### config.mk
export PLATFORM = sky130hd
export DESIGN_NAME = cnt_enable_gen
export DESIGN_NICKNAME = d
export VERILOG_FILES = /design/src/rtl/cnt_enable_gen.sv
export SDC_FILE = /design/constraint.sdc
export NUM_CORES = 1
export LEC_CHECK = 0
export CORE_MARGIN = 2
export CORE_UTILIZATION = 55
export DETAILED_ROUTE_END_ITERATION = 16
export DONT_BUFFER_PORTS = 1
export PLACE_DENSITY = 0.7
export SYNTH_ARGS = -nofsm -noshare
export SYNTH_HDL_FRONTEND = slang
export SYNTH_SLANG_ARGS = --single-unit
### constraint.sdc
create_clock -name clk -period 1.85 [get_ports clk]
set_input_delay 0.2775 -clock clk [delete_from_list [all_inputs] [get_ports clk]]
set_output_delay 0.2775 -clock clk [all_outputs]
set_load 0.01 [all_outputs]
### src/rtl/cnt_enable_gen.sv
// cnt_enable_gen: enable sequencer feeding the count-enable of a 4-bit up-counter.
// A programmable prescaler sets the pulse period. Control inputs give run, stop,
// single-step and fixed-length burst operation.
//
// Ports:
//   clk       rising-edge system clock
//   rst       asynchronous active-low reset
//   start     begin a run (sampled in IDLE)
//   stop      abort a run (sampled in RUN)
//   step      one enable pulse per cycle sampled high while idle
//   div       enable period minus 1
//   burst_len pulses per run; 0 = continuous until stop
//   enable    registered count-enable
//   busy      high while in RUN
//   done      one-cycle pulse after a burst completes
module cnt_enable_gen #(
  parameter int DIV_WIDTH   = 8,
  parameter int BURST_WIDTH = 4
) (
  input  logic                   clk,
  input  logic                   rst,
  input  logic                   start,
  input  logic                   stop,
  input  logic                   step,
  input  logic [DIV_WIDTH-1:0]   div,
  input  logic [BURST_WIDTH-1:0] burst_len,
  output logic                   enable,
  output logic                   busy,
  output logic                   done
);

  typedef enum logic [1:0] {
    IDLE = 2'd0,
    RUN  = 2'd1,
    DONE = 2'd2
  } state_t;

  state_t                 state_q, state_d;
  logic [DIV_WIDTH-1:0]   presc_q, presc_d;
  logic [BURST_WIDTH-1:0] cnt_q, cnt_d;
  logic [DIV_WIDTH-1:0]   div_l_q, div_l_d;
  logic [BURST_WIDTH-1:0] len_l_q, len_l_d;
  logic                   enable_q, enable_d;
  logic                   done_q, done_d;

  always_comb begin
    state_d  = state_q;
    presc_d  = presc_q;
    cnt_d    = cnt_q;
    div_l_d  = div_l_q;
    len_l_d  = len_l_q;
    enable_d = 1'b0;
    done_d   = 1'b0;
    case (state_q)
      IDLE: begin
        if (start) begin
          div_l_d = div;
          len_l_d = burst_len;
          presc_d = '0;
          cnt_d   = '0;
          state_d = RUN;
        end else if (step) begin
          enable_d = 1'b1;
        end
      end
      RUN: begin
        if (stop) begin
          presc_d = '0;
          cnt_d   = '0;
          state_d = IDLE;
        end else if (presc_q == div_l_q) begin
          // Compare happens before increment, so div = all-ones never overflows.
          enable_d = 1'b1;
          presc_d  = '0;
          cnt_d    = cnt_q + 1'b1;
          if ((len_l_q != '0) && (cnt_d == len_l_q)) begin
            state_d = DONE;
          end
        end else begin
          presc_d = presc_q + 1'b1;
        end
      end
      DONE: begin
        done_d  = 1'b1;
        state_d = IDLE;
      end
      default: state_d = IDLE;
    endcase
  end

  always_ff @(posedge clk or negedge rst) begin
    if (!rst) begin
      state_q  <= IDLE;
      presc_q  <= '0;
      cnt_q    <= '0;
      div_l_q  <= '0;
      len_l_q  <= '0;
      enable_q <= 1'b0;
      done_q   <= 1'b0;
    end else begin
      state_q  <= state_d;
      presc_q  <= presc_d;
      cnt_q    <= cnt_d;
      div_l_q  <= div_l_d;
      len_l_q  <= len_l_d;
      enable_q <= enable_d;
      done_q   <= done_d;
    end
  end

  assign enable = enable_q;
  assign busy   = (state_q == RUN);
  assign done   = done_q;

endmodule

Word level (Yosys, flattened, before mapping). Index checks and enable logic that the tools add are counted.

Equality and inequality tests: 7. Muxes and demuxes: 19. Reductions and logical operators: 8. $add $sub $neg: 2.

Operators with widths (number): two-way mux 8 bit (3); case mux 8 bit (2 select lines) (1); two-way mux 4 bit (3); adder 8 x 1 -> 8 bit, second input constant (1); == test 8 bit (1); two-way mux 2 bit (4); case mux 4 bit (2 select lines) (1); != test 3 x 2 -> 1 bit, second input constant (2); AND reduction 3 bit (2); two-way mux 1 bit (5); adder 4 x 1 -> 4 bit, second input constant (1); == test 4 bit (1); case mux 2 bit (2 select lines) (1); AND reduction 2 bit (2); nonzero test 4 bit (1); == test 2 x 1 -> 1 bit, second input constant (1); == test 2 bit, second input constant (1); zero test 2 bit (1); != test 2 bit, second input constant (1); case mux 1 bit (2 select lines) (1); nonzero test 2 bit (1); logical AND 1 bit (1).

Register bits: 28. Logic and storage cells: 43.

Longest topological paths before layout. Gate-level depths: netlist of run 1.

Word-level depth: 7. Depth in mapped cells: 6. Mapped depth without buffers: 6.

Worst setup path before layout of run 1. No wires, ideal clock.

Path type: register -> register. Start: register presc_q[5]. End: register cnt_q[1]. Buffers on the path: 0. Library setup time: 0.133 ns. Arrival time: 1.396 ns. Stages on the path, launching flop included: 6. Data required time: 1.717 ns. Setup slack: 0.321 ns. Period minus slack after synthesis: 1.529 ns. Cell sequence: dfrtp_1 > xor2_1 > nor4_4 > nand2_4 > a21oi_4 > o22ai_1.

Word-level cells in the longest chain between the ends: 3.

RTL lines: start, declared (line 39) `logic [DIV_WIDTH-1:0] presc_q, presc_d;`; start signal, assigned (line 102) `presc_q <= presc_d;`; == test 8 bit (line 71) `end else if (presc_q == div_l_q) begin`; != test 3 x 2 -> 1 bit (no source line); AND reduction 3 bit (no source line); end signal, assigned (line 103) `cnt_q <= cnt_d;`; end, declared (line 40) `logic [BURST_WIDTH-1:0] cnt_q, cnt_d;`.

Every way passes these cells. A chain may end at the register's enable or synchronous reset.

Worst setup path in the final report of run 1.
Start: register presc_q[5]. End: register cnt_q[0].

The elaborated chain is that of the path after synthesis.

==> results of run 1 <==
[state kept, by name (all words and copies together), names as in the netlist]
| register | cells |
|---|---|
| div_l_q | 8 |
| presc_q | 8 |
| cnt_q | 4 |
| len_l_q | 4 |
| state_q | 2 |
| done | 1 |
| enable | 1 |
[critical path, cell delays in order (launching register included)]
cell and delay [ns]:
sky130_fd_sc_hd__dfrtp_1 0.45, sky130_fd_sc_hd__xor2_1 0.19, sky130_fd_sc_hd__nor4_4 0.45, sky130_fd_sc_hd__nand2_4 0.11, sky130_fd_sc_hd__a21oi_4 0.26, sky130_fd_sc_hd__mux2i_1 0.12
[metrics by stage]
step / setup WS [ns] / std cells / util (%)
final: 0.162 / 149 / 61.3
after floorplan: 0.321 / 113 / -
after global routing: 0.0291 / 149 / 61.3
after detailed placement: 0.145 / 144 / 59.2
after CTS: 0.130 / 149 / 61.3
after global placement: 0.224 / 144 / 59.2
[timing repair]
item                                   4_1_cts  5_1_grt
endpoints found under the hold margin       28        0
hold buffers                                 2        0
resized for setup                            0        0
[cell families (layout without fill, tap and decap cells)]
family	after synthesis	in the layout
adder cells (fa/ha/maj)	2	2
XOR/XNOR	19	19
buffers and inverters	4	10
AND/OR/NAND/NOR	32	32
AO/OA/AOI/OAI	14	14
flip-flops	28	28
multiplexers	14	14
[synth_stat cells, types with 2 or more instances]
cell type,n
sky130_fd_sc_hd__a31oi_1,2
sky130_fd_sc_hd__and4_1,2
sky130_fd_sc_hd__dfrtp_1,28
sky130_fd_sc_hd__ha_1,2
sky130_fd_sc_hd__inv_1,3
sky130_fd_sc_hd__mux2_1,2
sky130_fd_sc_hd__mux2_2,10
sky130_fd_sc_hd__mux2i_1,2
sky130_fd_sc_hd__nand2_1,4
sky130_fd_sc_hd__nand3_1,3
sky130_fd_sc_hd__nand4_1,2
sky130_fd_sc_hd__nor2_1,7
sky130_fd_sc_hd__nor2b_1,2
sky130_fd_sc_hd__nor3_1,3
sky130_fd_sc_hd__nor4_4,2
sky130_fd_sc_hd__o21ai_1,3
sky130_fd_sc_hd__o21bai_1,2
sky130_fd_sc_hd__xnor2_1,5
sky130_fd_sc_hd__xor2_1,14
[routing by layer]
layer	part of all wire (%)	routed length, um	GRT usage, %	vias up
li1	-	-	-	415
met1	48	1060	24.5	411
met2	47	1030	30.3	19
met3	4.7	104	3.28	2
met4	0.72	16	5.00	0
met5	0	0	0	-
[area by class of cell]
type | instances | area (um^2) | area share, %
multi-input cells | 81 | 674 | 45.2
well taps | 30 | 37.5 | 2.52
clock buffers | 3 | 22.5 | 1.51
repair buffers | 4 | 45.0 | 3.02
inverters | 3 | 11.3 | 0.755
flip-flops and latches | 28 | 701 | 47.0
[power by group through the flow]
| stage | Sequential, mW | Clock (mW) | Combinational, mW |
|---|---|---|---|
| CTS | 0.747 | 0.252 | 0.269 |
| global placement | 0.758 | 0 | 0.244 |
| global route | 0.760 | 0.283 | 0.291 |
| detailed placement | 0.760 | 0 | 0.249 |
| floorplan | 0.742 | 0 | 0.214 |
| finish | 0.745 | 0.242 | 0.262 |
[worst min path at each step]
stage          start  endpoint  slack (ns)  depth (start not counted)
2_1_floorplan    rst  cnt_q[0]       -0.02                          0
3_3_place_gp     rst    enable       -0.02                          0
3_5_place_dp     rst      done       -0.02                          0
4_1_cts        start    enable        0.03                          1
5_1_grt        start    enable        0.01                          1
6_report       start    enable        0.03                          1
==> Flow_metrics.wiki, run 1 <==
{| class="wikitable"
! Metric !! Value
|-
| Root buffer selected by CTS || sky130_fd_sc_hd__clkbuf_4
|-
| Most used flip-flop cell after synthesis || sky130_fd_sc_hd__dfrtp_1
|-
| Final design area excluding fillers || 1490 um^2
|-
| Vert. Die Dim || 54.3 um
|-
| Post-route antenna net violation count || 0
|-
| Number of port buffers || 0
|-
| Synthesized netlist cell count || 113
|-
| Sequential cell area fraction in the yosys report || 50.4%
|-
| Average size of a mapped cell || 12.3 um^2
|-
| Startpoint Class || flop
|-
| Initial Util || 57.2%
|-
| Relative contribution of combinational cells to total power || 21.0%
|-
| Worst Skew || 0.00849 ns
|-
| Time the worst path needs with I/O delays and setup || 1.69 ns
|-
| Period utilisation layout || 91.2%
|-
| Synth Net Count || 132
|-
| Number of vias after detailed routing || 847
|-
| Post-synth top area share || 50.4%
|-
| Capture point of the worst path || cnt_q[0]
|-
| Pin slew with the least headroom to its limit || 0.525 ns
|-
| Max-slew violation count || 0
|-
| Cell Pwr Density || 838 nW/um^2
|-
| Basic-gate share of the synthesized area counting and, or, nand and nor cells || 15.6%
|-
| Number of distinct library cells after synthesis || 34
|-
| Post-DR vias/cell || 5.68
|-
| FF+latch count, synth || 28
|-
| Floorplan die width || 54.3 um
|-
| Cell Area, Synth || 1390 um^2
|-
| Adder-Cell Fraction of Synth Area || 1.80%
|-
| Final antenna diode count || 0
|-
| Part of the total power dissipated in the clock network || 19.4%
|-
| Area of the core || 2430 um^2
|-
| Setup-failing EPs final || 0
|-
| Ports || 20
|-
| Share of synthesized registers carrying an async set or reset || 100%
|-
| Post-synthesis xor/xnor area fraction || 12.0%
|-
| Switching power || 359 uW
|-
| Worst hold path class || in -> reg
|-
| Num rows || 18
|-
| CTS Buffer Depth || 2
|-
| Top cell type by total area after synthesis || sky130_fd_sc_hd__dfrtp_1
|-
| Switching Share || 28.8%
|-
| Most common library cell in the layout ignoring fill and taps || sky130_fd_sc_hd__dfrtp_1
|-
| Layout fillers || 222
|-
| Reg-to-reg setup timing slack || 0.16 ns
|-
| Start of the worst register-to-register path || presc_q[5]
|-
| Gr ovfl total || 0
|-
| Crit path DAT || 1.89 ns
|-
| Flop pwr share || 59.6%
|-
| Vias in the first global route || 869
|-
| Run status || complete, no violations
|-
| Hold violation total from the final report || 0
|-
| Post-layout total power || 1.25 mW
|-
| TritonCTS clock tree || done
|-
| Max Fanout on Critical Path || 8
|-
| Placed Instance Area || 1440 um^2
|-
| DRT iter0 DRCs || 2
|-
| Worst reg2reg endpoint || cnt_q[0]
|-
| Commonest cells after routing, fill and taps aside || sky130_fd_sc_hd__dfrtp_1 (28), sky130_fd_sc_hd__xor2_1 (14), sky130_fd_sc_hd__mux2_2 (10)
|-
| Total Routed Length || 2.21 mm
|-
| Sink count of the clock tree || 28
|-
| Share of final-layout standard cells stronger than drive strength 1 || 20.2%
|-
| Global placer's final weighted congestion || 0.806
|-
| # H-tree levels || 1
|-
| CTS Buf Count || 3
|-
| Worst Path Class, Setup || reg -> reg
|-
| Post-synth EDFFs || 0
|-
| DRC violation count after routing || 0
|-
| Average routed wire per standard cell || 14.9 um
|-
| Post-CTS setup repair buffer count || 0
|-
| Worst slack on hold paths || 0.0333 ns
|-
| Max-cap violations || 0
|-
| Signed area change from the synthesized netlist to the final layout || 7.19%
|-
| Clk slew on worst S/H paths || 0.14 ns
|-
| Complex-gate fraction of the synthesized area || 8.00%
|-
| Start point of the critical path || presc_q[5]
|-
| Highest clock rate || 593 MHz
|-
| Initial antenna violation count || 0
|-
| Share of cell area taken by muxes after synthesis || 11.2%
|-
| Relative slew slack || 64.9%
|-
| Worst setup EP type || flop
|-
| Setup TNS after final layout || 0 ns
|-
| RSZ-0062 raised after global routing || no
|-
| Overall die area || 2950 um^2
|-
| Static Leak || 0.659 nW
|-
| Synth area leaders || sky130_fd_sc_hd__dfrtp_1 (50%), sky130_fd_sc_hd__xor2_1 (8.8%), sky130_fd_sc_hd__mux2_2 (8.1%)
|-
| Int Power || 890 uW
|-
| Global-route wire length before repair || 3.88 mm
|-
| Pin count of the biggest net entering global routing || 29
|-
| Final Net Count || 140
|-
| Insertion delay of the later-clocked pin in the worst-skew pair || 0.32 ns
|-
| All-layer global routing usage || 18.2%
|-
| Maximum ir drop on the vdd rail || 0.000534 V
|-
| Warnings from Yosys || 0
|-
| Largest family of logic cells by synthesized area || simple AND/OR/NAND/NOR gates
|-
| Initial DRT Pass Iterations || 3
|-
| Required time at the endpoint of the critical path || 2.05 ns
|-
| Total half-perimeter wirelength after legalization and detailed placement || 1.70 mm
|-
| Path depth of the worst reg2reg path || 5
|}
(Power assumes the default switching activity.)
==> run 2, diff against run 1 <==
- PLACE_DENSITY: 0.7 -> 0.66
- clock period: 1.85 -> 2 ns (I/O delays scaled with it)
==> run 2 against run 1 <==
Non-clock buffer count unchanged. Sequential cell count unchanged. Cell count up 0.67%. Critical endpoint is now cnt_q[1]. Setup slack better by 0.13 ns. Sequential power down 7.5%. Hold slack better by 0.012 ns. Total power down 2.9%. Clock power up 14%. Sequential share of layout area down 0.43 points. Highest routed layer unchanged.
==> Flow_metrics.wiki, run 2 (same netlist as run 1, synthesis figures left out) <==
{| class="wikitable"
! Metric !! Value
|-
| Run status || complete, no violations
|-
| Max-slew violation count || 0
|-
| Sink count of the clock tree || 28
|-
| Time the worst path needs with I/O delays and setup || 1.71 ns
|-
| Largest regs || div_l_q (8), presc_q (8)
|-
| Crit path DAT || 1.93 ns
|-
| Maximum ir drop on the vdd rail || 0.000675 V
|-
| Worst Path Class, Setup || reg -> reg
|-
| Root buffer selected by CTS || sky130_fd_sc_hd__clkbuf_4
|-
| TritonCTS clock tree || done
|-
| Total met3 wirelength after detailed routing || 129 um
|-
| Vias in the first global route || 852
|-
| Share of final-layout standard cells stronger than drive strength 1 || 20.8%
|-
| Cell Pwr Density || 806 nW/um^2
|-
| Initial antenna violation count || 0
|-
| Average routed wire per standard cell || 15.8 um
|-
| All-layer global routing usage || 19.8%
|-
| Relative contribution of combinational cells to total power || 20.5%
|-
| Pin count of the biggest net entering global routing || 29
|-
| Required time at the endpoint of the critical path || 2.22 ns
|-
| Worst setup EP type || flop
|-
| Reg-to-reg setup timing slack || 0.29 ns
|-
| Gr ovfl total || 0
|-
| Initial Util || 57.2%
|-
| Global placer's final weighted congestion || 0.766
|-
| Ports || 20
|-
| Post-CTS setup repair buffer count || 0
|-
| Number of vias after detailed routing || 846
|-
| Num rows || 18
|-
| Clk slew on worst S/H paths || 0.15 ns
|-
| Capture point of the worst path || cnt_q[1]
|-
| Initial DRT Pass Iterations || 4
|-
| RSZ-0062 raised after global routing || no
|-
| Post-layout total power || 1.21 mW
|-
| Final design area excluding fillers || 1510 um^2
|-
| Setup slack at placement || 0.315 ns
|-
| Util after Layout || 61.9%
|-
| Setup-failing EPs final || 0
|-
| Highest clock rate || 585 MHz
|-
| Post-Place Cells || 144
|-
| Worst reg2reg endpoint || cnt_q[1]
|-
| Part of the total power dissipated in the clock network || 22.7%
|-
| Max Fanout on Critical Path || 8
|-
| Static Leak || 0.666 nW
|-
| Post-DR vias/cell || 5.64
|-
| Commonest cells after routing, fill and taps aside || sky130_fd_sc_hd__dfrtp_1 (28), sky130_fd_sc_hd__xor2_1 (14), sky130_fd_sc_hd__mux2_2 (10)
|-
| Switching power || 349 uW
|-
| DRT iter0 DRCs || 25
|-
| Flop pwr share || 56.8%
|-
| Hold violation total from the final report || 0
|-
| Final cell count without fillers || 150
|-
| Signed area change from the synthesized netlist to the final layout || 8.18%
|-
| DRC violation count after routing || 0
|-
| WL met2 || 1.08 mm
|-
| Area of the core || 2430 um^2
|-
| Vert. Die Dim || 54.3 um
|-
| Max-cap violations || 0
|-
| Placed Instance Area || 1440 um^2
|-
| Switching Share || 28.8%
|-
| Worst hold path class || in -> reg
|-
| Insertion delay of the later-clocked pin in the worst-skew pair || 0.33 ns
|-
| CTS Buffer Depth || 2
|-
| Number of port buffers || 0
|-
| Relative slew slack || 63.5%
|-
| Startpoint Class || flop
|-
| Most common library cell in the layout ignoring fill and taps || sky130_fd_sc_hd__dfrtp_1
|-
| Layout fillers || 212
|-
| Total Routed Length || 2.37 mm
|-
| Period utilisation layout || 85.5%
|-
| Start of the worst register-to-register path || presc_q[4]
|-
| # H-tree levels || 1
|-
| CTS Buf Count || 3
|-
| Pin slew with the least headroom to its limit || 0.547 ns
|-
| Number of buffers added to fix hold violations after cts || 2
|-
| Floorplan die width || 54.3 um
|-
| Top Metal Used || met4
|-
| Worst slack on hold paths || 0.0457 ns
|-
| Final antenna diode count || 0
|-
| Start point of the critical path || presc_q[4]
|-
| Path depth of the worst reg2reg path || 5
|-
| Post-layout worst setup margin || 0.289 ns
|-
| Worst Skew || 0.00430 ns
|-
| Global-route wire length before repair || 4.02 mm
|-
| Total half-perimeter wirelength after legalization and detailed placement || 1.78 mm
|-
| Setup TNS after final layout || 0 ns
|-
| Routed length on met1 || 1.15 mm
|-
| Overall die area || 2950 um^2
|-
| Int Power || 864 uW
|-
| Post-route antenna net violation count || 0
|-
| Final Net Count || 140
|-
| Count of cells resized by post-cts repair || 0
|}
## run 2: cell types whose count changed in the layout (fill, tap and decap cells not counted), sizes merged
| cell | change |
|---|---|
| clkbuf | +1 |
## run 2: area by class of cell
type	count	area [um^2]	share of cell area (%)
tap	30	37.5	2.49
multi-input combinational	81	674	44.8
clock buffer	4	36.3	2.41
sequential	28	701	46.6
timing repair buffer	4	45.0	2.99
inverter	3	11.3	0.748
## run 2: power groups by stage
stage | registers (mW) | logic, mW | clock network [mW]
finish | 0.689 | 0.248 | 0.276
global route | 0.703 | 0.275 | 0.317
CTS | 0.690 | 0.252 | 0.283
detailed placement | 0.702 | 0.233 | 0
global placement | 0.700 | 0.230 | 0
floorplan | 0.686 | 0.198 | 0
## run 2: how the worst min path moves through the flow
stage / start / end / slack, ns / depth (start not counted)
4_1_cts: start / enable / 0.04 / 1
5_1_grt: start / enable / 0.02 / 1
3_5_place_dp: rst / done / 0.005 / 0
3_3_place_gp: rst / done / 0.005 / 0
6_report: start / enable / 0.05 / 1
2_1_floorplan: rst / cnt_q[0] / 0.004 / 0
## run 2: worst max-delay path, cell delays in order (launching register included)
cell and delay [ns]:
sky130_fd_sc_hd__dfrtp_1 0.46, sky130_fd_sc_hd__xor2_1 0.19, sky130_fd_sc_hd__nor4_4 0.45, sky130_fd_sc_hd__nand2_4 0.12
sky130_fd_sc_hd__a21oi_4 0.26, sky130_fd_sc_hd__o22ai_1 0.12
## run 2: layer usage
layer | GRT usage [%] | up-vias
li1 | - | 415
met1 | 26.3 | 403
met2 | 31.5 | 26
met3 | 5.46 | 2
met4 | 6.25 | 0
met5 | 0 | -
==> run 3, diff against run 2 <==
- CELL_PAD_IN_SITES_DETAIL_PLACEMENT: not set -> 2
- CELL_PAD_IN_SITES_GLOBAL_PLACEMENT: not set -> 2
- CORE_UTILIZATION: 55 -> 44
- PLACE_DENSITY: 0.66 -> 0.77
==> run 3 against run 2 <==
Sequential power grew 0.7%. Total power grew 8.8%. Hold slack lost 0.0071 ns. Setup slack lost 0.048 ns. Core utilization shrank 11 points. Sequential cell count is the same. Sequential share of layout area shrank 1.0 points. Clock skew grew 0.015 ns. Register-to-register slack lost 0.05 ns. Count of clock-buffer cells in the layout shrank 1. Critical path depth is the same.
==> Flow_metrics.wiki, run 3 (same netlist as run 1, synthesis figures left out) <==
{| class="wikitable"
! Metric !! Value
|-
| Int Power || 955 uW
|-
| Max Fanout on Critical Path || 8
|-
| Insertion delay of the later-clocked pin in the worst-skew pair || 0.33 ns
|-
| Area of the multi-input gates || 674 um^2
|-
| Count of buffer and inverter cells on the critical path || 0
|-
| Critical Path Max Stage Delay || 0.49 ns
|-
| Post-Place Cells || 158
|-
| Met1 Track Usage GR || 26.2%
|-
| Pin slew with the least headroom to its limit || 0.535 ns
|-
| Clk slew on worst S/H paths || 0.16 ns
|-
| Vias in the first global route || 1046
|-
| Worst Path Class, Setup || reg -> reg
|-
| Initial DRT Pass Iterations || 3
|-
| CTS Buf Count || 3
|-
| DRT iter0 DRCs || 20
|-
| Switching power || 365 uW
|-
| Most congested layer reported by global routing || met2
|-
| Ports || 20
|-
| Area of the core || 3030 um^2
|-
| Final design area excluding fillers || 1540 um^2
|-
| Total Routed Length || 3.05 mm
|-
| Period utilisation layout || 87.9%
|-
| Layout fillers || 303
|-
| Post-route antenna net violation count || 0
|-
| Initial Util || 46.0%
|-
| Largest regs || div_l_q (8), presc_q (8)
|-
| Combined flip-flop and latch cell area || 701 um^2
|-
| Setup-failing EPs final || 0
|-
| Vert. Die Dim || 60.2 um
|-
| Most common library cell in the layout ignoring fill and taps || sky130_fd_sc_hd__dfrtp_1
|-
| Critical Path Slowest Stage Cell || sky130_fd_sc_hd__nor4_4
|-
| Floorplan die width || 60.2 um
|-
| Startpoint Class || flop
|-
| Max-cap violations || 0
|-
| Num rows || 20
|-
| Worst setup EP type || flop
|-
| Maximum ir drop on the vdd rail || 0.000390 V
|-
| Time the worst path needs with I/O delays and setup || 1.76 ns
|-
| Required time at the endpoint of the critical path || 2.22 ns
|-
| Signed area change from the synthesized netlist to the final layout || 10.6%
|-
| Run status || complete, no violations
|-
| TritonCTS clock tree || done
|-
| Crit path DAT || 1.98 ns
|-
| Initial antenna violation count || 0
|-
| Global Route met2 Usage || 35.2%
|-
| Final antenna diode count || 0
|-
| Relative contribution of combinational cells to total power || 19.4%
|-
| Max-slew violation count || 0
|-
| RSZ-0062 raised after global routing || no
|-
| Post-DR vias/cell || 5.41
|-
| Number of port buffers || 0
|-
| Met3 Track Usage GR || 2.16%
|-
| Count of cells resized by post-cts repair || 0
|-
| Placed Instance Area || 1460 um^2
|-
| Root buffer selected by CTS || sky130_fd_sc_hd__clkbuf_4
|-
| Commonest cells after routing, fill and taps aside || sky130_fd_sc_hd__dfrtp_1 (28), sky130_fd_sc_hd__xor2_1 (14), sky130_fd_sc_hd__mux2_2 (10)
|-
| # H-tree levels || 1
|-
| Setup slack at placement || 0.227 ns
|-
| DRC violation count after routing || 0
|-
| Share of final-layout standard cells stronger than drive strength 1 || 20.8%
|-
| Total half-perimeter wirelength after legalization and detailed placement || 2.40 mm
|-
| Worst hold path class || in -> reg
|-
| Highest clock rate || 569 MHz
|-
| Kind of cell with the highest combined delay on the critical path || simple AND/OR/NAND/NOR gates
|-
| Final Net Count || 140
|-
| Pin count of the biggest net entering global routing || 29
|-
| Cell Pwr Density || 858 nW/um^2
|-
| Sequence of cells on the critical path || xor2_1, nor4_4, nand2_4, a21oi_4, mux2i_1
|-
| All-layer global routing usage || 20.2%
|-
| Util after Layout || 50.8%
|-
| Sink count of the clock tree || 28
|-
| Global placer's final weighted congestion || 0.732
|-
| Gr ovfl total || 0
|-
| Part of the total power dissipated in the clock network || 28.0%
|-
| Relative slew slack || 64.3%
|-
| Static Leak || 0.673 nW
|-
| Final cell count without fillers || 164
|-
| Setup TNS after final layout || 0 ns
|-
| Average routed wire per standard cell || 18.6 um
|-
| Worst Skew || 0.0193 ns
|-
| Overall die area || 3630 um^2
|-
| Hold violation total from the final report || 0
|-
| Flop pwr share || 52.6%
|-
| CTS Buffer Depth || 2
|-
| Global-route wire length before repair || 5.24 mm
|-
| Switching Share || 27.7%
|-
| Post-layout worst setup margin || 0.241 ns
|-
| Number of vias after detailed routing || 888
|}
==> run 3: cell count changes in the layout (fill, tap and decap cells not counted), sizes merged <==
cell / delta
bufinv: +1
clkbuf: -1
==> run 3: path summary, 6_finish.rpt <==
check	startpoint	endpoint	slack, ns	cells past startpoint
max in group asynchronous	rst	presc_q[4]	1.43	2
min in group asynchronous	rst	cnt_q[3]	0.39	2
worst min-delay path	start	enable	0.04	1
worst max-delay path	presc_q[5]	cnt_q[0]	0.24	5
worst max register to register	presc_q[5]	cnt_q[0]	0.24	5
worst min register to register	cnt_q[3]	cnt_q[3]	0.55	1
==> run 3: repair_timing <==
| item | in CTS | in global routing |
|---|---|---|
| endpoints found under the setup margin | 0 | 0 |
| hold endpoints to repair | 28 | 0 |
| buffers inserted | 0 | 0 |
| hold buffers | 2 | 0 |
==> run 3: stage by stage <==
stage / power, mW / hold slack [ns]
global placement: 0.933 / 0.00504
CTS: 1.34 / 0.0287
global route: 1.40 / 0.00699
floorplan: 0.885 / 0.00441
finish: 1.32 / 0.0387
detailed placement: 0.953 / 0.00501
==> run 3: layout make-up <==
| class | instances | area share, % |
|---|---|---|
| Sequential cell | 28 | 45.5 |
| Multi-Input combinational cell | 81 | 43.8 |
| Tap cell | 44 | 3.58 |
| Timing Repair Buffer | 4 | 2.93 |
| Clock inverter | 1 | 1.95 |
| Clock buffer | 3 | 1.46 |
| Inverter | 3 | 0.732 |
==> run 3: metal layers <==
layer  routed length, um  share of wire, %
met5                   0                 0
met4                  36               1.2
met3                  88               2.9
met2                1620                53
met1                1310                43
==> run 3: power groups by stage <==
stage	clock, mW	sequential [mW]	combinational (mW)
2_1_floorplan	0	0.686	0.198
3_3_place_gp	0	0.704	0.229
3_5_place_dp	0	0.709	0.244
6_report	0.370	0.694	0.256
5_1_grt	0.405	0.708	0.283
4_1_cts	0.382	0.697	0.263
